===== config.mk =====
export PLATFORM = sky130hd
export DESIGN_NAME = instruction_fetcher_flat
export DESIGN_NICKNAME = d
export VERILOG_FILES = /design/src/rtl/instruction_fetcher_pkg.sv /design/src/rtl/instruction_fetcher_if.sv /design/src/rtl/instruction_fetcher.sv /design/src/flat_wrapper.sv
export SDC_FILE = /design/constraint.sdc
export NUM_CORES = 1
export LEC_CHECK = 0
export BUFFER_PORTS_ARGS = -buffer_cell sky130_fd_sc_hd__buf_2
export CAP_MARGIN = 25
export CORE_MARGIN = 5
export CORE_UTILIZATION = 55
export CTS_BUF_LIST = sky130_fd_sc_hd__clkbuf_2
export CTS_CLUSTER_SIZE = 14
export DETAILED_ROUTE_END_ITERATION = 10
export GPL_ROUTABILITY_DRIVEN = 0
export GPL_TIMING_DRIVEN = 0
export PLACE_DENSITY = 0.95
export REMOVE_ABC_BUFFERS = 1
export SYNTH_ARGS = -nofsm -noshare
export SYNTH_HDL_FRONTEND = slang
export SYNTH_SLANG_ARGS = --single-unit

===== constraint.sdc =====
create_clock -name clk -period 3.7 [get_ports clk]
set_input_delay 1.11 -clock clk [delete_from_list [all_inputs] [get_ports clk]]
set_output_delay 1.11 -clock clk [all_outputs]
set_load 0.02 [all_outputs]

===== src/rtl/instruction_fetcher_pkg.sv =====
// Shared fetch-unit types and constants.
// Optional perf counters are enabled with IFETCH_PERF_EN.
package instruction_fetcher_pkg;

  localparam int XLEN        = 32;
  localparam int FETCH_BYTES = 8;

  localparam logic [XLEN-1:0] RESET_PC_DEFAULT = 32'h0000_0000;

  typedef enum logic [1:0] {
    REQ,
    WAIT,
    OUT,
    DROP
  } fetch_state_e;

  function automatic logic [XLEN-1:0] align_pc(
    input logic [XLEN-1:0] pc
  );
    return {pc[XLEN-1:3], 3'b000};
  endfunction

endpackage


===== src/rtl/instruction_fetcher_if.sv =====
// Instruction memory request/response bus.
// Master is the fetcher, slave is the memory.
interface instruction_fetcher_if;
  import instruction_fetcher_pkg::*;

  logic              mem_req;
  logic [XLEN-1:0]   mem_addr;
  logic              mem_ready;
  logic              mem_rvalid;
  logic [2*XLEN-1:0] mem_rdata;

  modport master (
    output mem_req,
    output mem_addr,
    input  mem_ready,
    input  mem_rvalid,
    input  mem_rdata
  );

  modport slave (
    input  mem_req,
    input  mem_addr,
    output mem_ready,
    output mem_rvalid,
    output mem_rdata
  );

endinterface


===== src/rtl/instruction_fetcher.sv =====
// Dual-issue fetch unit: one outstanding 64-bit bundle request.
// IFETCH_PERF_EN adds perf_bundles / perf_stall_cycles counters.
module instruction_fetcher
  import instruction_fetcher_pkg::*;
#(
  parameter logic [XLEN-1:0] RESET_PC = RESET_PC_DEFAULT
) (
  input  logic                  clk,
  input  logic                  rst,
  input  logic                  stall,
  input  logic                  flush,
  input  logic [XLEN-1:0]       redirect_pc,
  instruction_fetcher_if.master mem,
  output logic [XLEN-1:0]       instructionA,
  output logic [XLEN-1:0]       instructionB,
  output logic [XLEN-1:0]       addressA,
  output logic [XLEN-1:0]       addressB,
  output logic                  instructionA_valid,
  output logic                  instructionB_valid
`ifdef IFETCH_PERF_EN
  ,
  output logic [31:0]           perf_bundles,
  output logic [31:0]           perf_stall_cycles
`endif
);

  fetch_state_e    state;
  fetch_state_e    state_n;
  logic [XLEN-1:0] fetch_pc;
  logic [XLEN-1:0] pc_n;
  logic [XLEN-1:0] aligned;
  logic [XLEN-1:0] redirect_al;
  logic            load;
  logic            out_go;
  logic            slot_a;
  logic            slot_b;
  logic            unused_bits;

  assign aligned     = align_pc(fetch_pc);
  assign redirect_al = {redirect_pc[XLEN-1:2], 2'b00};
  assign unused_bits = ^{redirect_pc[1:0], fetch_pc[1:0]};

  always_comb begin
    state_n = state;
    pc_n    = fetch_pc;
    load    = 1'b0;
    if (flush) pc_n = redirect_al;
    unique case (state)
      REQ: begin
        if (!flush && mem.mem_ready) state_n = WAIT;
      end
      WAIT: begin
        if (flush) begin
          state_n = mem.mem_rvalid ? REQ : DROP;
        end else if (mem.mem_rvalid) begin
          load    = 1'b1;
          state_n = OUT;
        end
      end
      OUT: begin
        if (flush) begin
          state_n = REQ;
        end else if (!stall) begin
          pc_n    = aligned + XLEN'(FETCH_BYTES);
          state_n = REQ;
        end
      end
      DROP: begin
        if (mem.mem_rvalid) state_n = REQ;
      end
      default: state_n = REQ;
    endcase
  end

  // Stall only gates the valids; the bus never sees it.
  assign mem.mem_req  = (state == REQ) && !flush && !rst;
  assign mem.mem_addr = aligned;

  assign out_go = (state == OUT) && !stall && !flush && !rst;
  assign instructionA_valid = slot_a && out_go;
  assign instructionB_valid = slot_b && out_go;

  always_ff @(posedge clk) begin
    if (rst) begin
      state        <= REQ;
      fetch_pc     <= RESET_PC;
      instructionA <= '0;
      instructionB <= '0;
      addressA     <= '0;
      addressB     <= '0;
      slot_a       <= 1'b0;
      slot_b       <= 1'b0;
    end else begin
      state    <= state_n;
      fetch_pc <= pc_n;
      if (load) begin
        slot_a <= 1'b1;
        if (!fetch_pc[2]) begin
          instructionA <= mem.mem_rdata[31:0];
          addressA     <= aligned;
          instructionB <= mem.mem_rdata[63:32];
          addressB     <= aligned + 32'd4;
          slot_b       <= 1'b1;
        end else begin
          instructionA <= mem.mem_rdata[63:32];
          addressA     <= aligned + 32'd4;
          instructionB <= '0;
          addressB     <= '0;
          slot_b       <= 1'b0;
        end
      end
    end
  end

`ifdef IFETCH_PERF_EN
  always_ff @(posedge clk) begin
    if (rst) begin
      perf_bundles      <= '0;
      perf_stall_cycles <= '0;
    end else begin
      if (out_go) perf_bundles <= perf_bundles + 32'd1;
      if ((state == OUT) && stall)
        perf_stall_cycles <= perf_stall_cycles + 32'd1;
    end
  end
`endif

endmodule

===== src/flat_wrapper.sv =====
// flat-port wrapper written by rule: the top's interface ports become plain ports
module instruction_fetcher_flat import instruction_fetcher_pkg::*;
#(
  parameter logic [XLEN-1:0] RESET_PC = RESET_PC_DEFAULT
)
  (clk, rst, stall, flush, redirect_pc, instructionA, instructionB, addressA, addressB, instructionA_valid, instructionB_valid, mem_mem_req, mem_mem_addr, mem_mem_ready, mem_mem_rvalid, mem_mem_rdata);
  instruction_fetcher_if mem_i ();
  input  logic clk;
  input  logic rst;
  input  logic stall;
  input  logic flush;
  input  logic [XLEN-1:0] redirect_pc;
  output logic [XLEN-1:0] instructionA;
  output logic [XLEN-1:0] instructionB;
  output logic [XLEN-1:0] addressA;
  output logic [XLEN-1:0] addressB;
  output logic instructionA_valid;
  output logic instructionB_valid;
  output wire logic [$bits(mem_i.mem_req)-1:0] mem_mem_req;
  output wire logic [$bits(mem_i.mem_addr)-1:0] mem_mem_addr;
  input wire logic [$bits(mem_i.mem_ready)-1:0] mem_mem_ready;
  input wire logic [$bits(mem_i.mem_rvalid)-1:0] mem_mem_rvalid;
  input wire logic [$bits(mem_i.mem_rdata)-1:0] mem_mem_rdata;
  assign mem_mem_req = mem_i.mem_req;
  assign mem_mem_addr = mem_i.mem_addr;
  assign mem_i.mem_ready = mem_mem_ready;
  assign mem_i.mem_rvalid = mem_mem_rvalid;
  assign mem_i.mem_rdata = mem_mem_rdata;
  instruction_fetcher #(.RESET_PC(RESET_PC)) u_core (.clk(clk), .rst(rst), .stall(stall), .flush(flush), .redirect_pc(redirect_pc), .mem(mem_i), .instructionA(instructionA), .instructionB(instructionB), .addressA(addressA), .addressB(addressB), .instructionA_valid(instructionA_valid), .instructionB_valid(instructionB_valid));
endmodule

==> results.json <==
{
  "p_sw_frac": 0.269,
  "grt_pass1_vias": 6224,
  "fmax_ghz": 0.276,
  "worst-slew-pin-transition_ps": 1130,
  "worst-path-max-fanout": 31,
  "synth_flop_cell": "dfxtp_1",
  "power.switching_uw": 848,
  "postCtsHoldBufs": 0,
  "die-area_um2": 15100,
  "crit_type": "in2out",
  "cap_violations": 0,
  "cts_made_buffers": 17,
  "ys_async_sr_fraction": 0,
  "peakVddDrop_v": 0.000228,
  "grt.overflow.total": 0,
  "drt_pass1_iterations": 7,
  "rr_endpoint": "u_core.fetch_pc[25]",
  "via_count": 6637,
  "worst_ep_required_time_ps": 2590,
  "setup_viol": 0,
  "vias_per_cell": 5.51,
  "wl_mm": 20.1,
  "area_growth_pct": 19.8,
  "hold_viol": 0,
  "avgSynthCellArea_um2": 8.31,
  "critical_path_arrival_ps": 2510,
  "min_from": "u_core.instructionB[24]",
  "final_area_um2": 8390,
  "rsz0062_at_grt": "false",
  "fin_util": 0.667,
  "final_net_count": 1122,
  "cts_max_path_buffers": 2,
  "skew_ps": 35.3,
  "finalCritPeriodShare": 0.978,
  "clk_latency_ps": 700,
  "min_to": "u_core.instructionB[24]",
  "power.internal_mw": 2.31,
  "ff2ff_setup_slack_ps": 1130,
  "tritoncts": "yes",
  "pwr-share-clk": 0.320,
  "ys_seq_area_frac": 0.449,
  "die_h_um": 123,
  "cellPowerDensity_nw_per_um2": 376,
  "antenna_found_initial": 1,
  "endpoint_kind": "output pin",
  "grt_max_degree": 126,
  "hold_path_depth": 2,
  "post-route-drc-count": 0,
  "timing.slew.headroom": 0.237,
  "h-tree-depth": 4,
  "wl_per_cell_um": 16.7,
  "die_w_um": 123,
  "root_buffer": "clkbuf_2",
  "r2r_start": "u_core.fetch_pc[12]",
  "post_dp_cell_area_um2": 8110,
  "syn_area_um2": 7000,
  "finalSetupTns_ps": 0,
  "synth_cell_types": 49,
  "period_needed_ps": 3620,
  "nFillCells": 1021,
  "synth_edf_count": 0,
  "coreArea_um2": 12600,
  "dpl.hpwl_mm": 14.1,
  "leakage_nw": 3.49,
  "synth-seq-cells": 157,
  "gr-usage-all-layers": 0.254,
  "rows": 41,
  "slew_viol_final": 0,
  "syn_inst": 842,
  "ioPinCount": 265,
  "status": "completed",
  "comb_power_share": 0.112,
  "grt_pass1_wl_mm": 30.4,
  "pwr-share-seq": 0.568,
  "ys_warn_count": 0,
  "io_buffer_count": 255,
  "numClockSinks": 157,
  "clk_pin_slew_worst_paths_ps": 210,
  "detail-route-antenna-nets": 0,
  "hold_class": "reg2reg",
  "drt-initial-drc-count": 588,
  "initial_utilization": 0.557,
  "drive_gt1_frac": 0.296,
  "r2r_cells": 5,
  "start_kind": "input port"
}
==> timing repair <==
item,in CTS,in global routing
gates resized for setup,1,0
gates cloned,0,0
setup buffers,0,2
endpoints found under the setup margin,2,2
pin swaps,0,1
==> kinds of logic after synthesis <==
group | share of synthesized area
buf+inv | 0.0829
flops | 0.449
mux | 0.0590
compound gates | 0.143
fa+ha+maj | 0.00179
other cells | 0.000536
xor+xnor | 0.0213
simple gates | 0.243
==> cell usage in the layout, fill, tap and decap left out, types with 6 or more instances in the layout <==
cell type  instances
a211oi_1          40
a21oi_1          108
and3_1             7
buf_2            254
clkbuf_2          17
clkinv_2           6
conb_1             7
dfxtp_1          156
mux2i_1           39
nand2_1          152
nand3_1            8
nand3b_1          58
nand4_1           12
nor2_1            63
nor3_1             7
o21ai_0            6
or3_1              6
xnor2_1           13
==> per-layer routing <==
| metal | wire length, µm | vias to the layer above | GRT usage |
|---|---|---|---|
| met1 | 7870 | 3098 | 0.294 |
| li1 | - | 3220 | - |
| met2 | 9840 | 282 | 0.427 |
| met4 | 412 | 2 | 0.0994 |
| met5 | 7 | - | 0 |
| met3 | 1940 | 35 | 0.0922 |
==> final cells by class <==
cell class                      instances  area, µm²  share of cell area
Antenna cell                            1       2.50            0.000298
Clock buffer                           17       85.1              0.0101
Clock inverter                         14        174              0.0207
Inverter                                5       18.8             0.00224
Multi-Input combinational cell        575       3330               0.397
Sequential cell                       157       3150               0.375
Tap cell                              172        215              0.0257
Timing Repair Buffer                  263       1420               0.169
==> synth_stat cells (all sizes together) (4+ instances only) <==
master,count,area share
xnor2,13,0.016
inv,5,0.0027
a211oi,40,0.043
and3,8,0.0071
and4,5,0.0063
nand4,13,0.013
nor3,7,0.0050
nor2,63,0.034
nor4,6,0.0075
nand3b,58,0.062
nand3,9,0.0064
xor2,4,0.0050
o21ai,6,0.0043
or3,6,0.0054
mux2i,39,0.056
buf,44,0.044
nand2,152,0.082
dfxtp,157,0.45
clkbuf,67,0.036
a21oi,108,0.077
==> power groups by stage <==
stage                     registers (mW)  logic (mW)  clock network (mW)
after global placement              1.84       0.330                   0
after CTS                           1.79       0.354                1.04
after detailed placement            1.82       0.352                   0
after global routing                1.80       0.383                1.11
final                               1.79       0.354                1.01
after floorplan                     1.86       0.131                   0
==> metrics by stage <==
step / setup slack (ps) / hold WS [ps] / power (mW) / instances
floorplan: -608 / 432 / 2.00 / 737
global placement: -2270 / 435 / 2.17 / 1164
detailed placement: -200 / 440 / 2.18 / 1170
CTS: 23.5 / 462 / 3.19 / 1201
global route: 18.3 / 479 / 3.29 / 1203
finish: 80.3 / 460 / 3.16 / 1204
==> sequential cells by signal (all words and copies together) (netlist names) <==
| signal | count |
|---|---|
| u_core.instructionA | 32 |
| u_core.instructionB | 32 |
| u_core.addressA | 30 |
| u_core.addressB | 30 |
| u_core.fetch_pc | 30 |
| u_core.state | 2 |
| u_core.slot_a | 1 |
==> worst max path at each step <==
stage          startpoint                 endpoint  slack (ps)
2_1_floorplan       flush   u_core.instructionA[0]        -610
3_3_place_gp        flush  u_core.instructionA[14]       -2270
3_5_place_dp        flush       instructionA_valid        -200
4_1_cts             flush       instructionA_valid          20
5_1_grt             flush       instructionA_valid          20
6_report            flush       instructionB_valid          80
==> worst max-delay path, stage by stage <==
cell     delay (ps)
buf_2           310
or4b_4          660
nor3b_1         210
buf_2           200
Note: power is estimated with default switching activity, not from simulation.
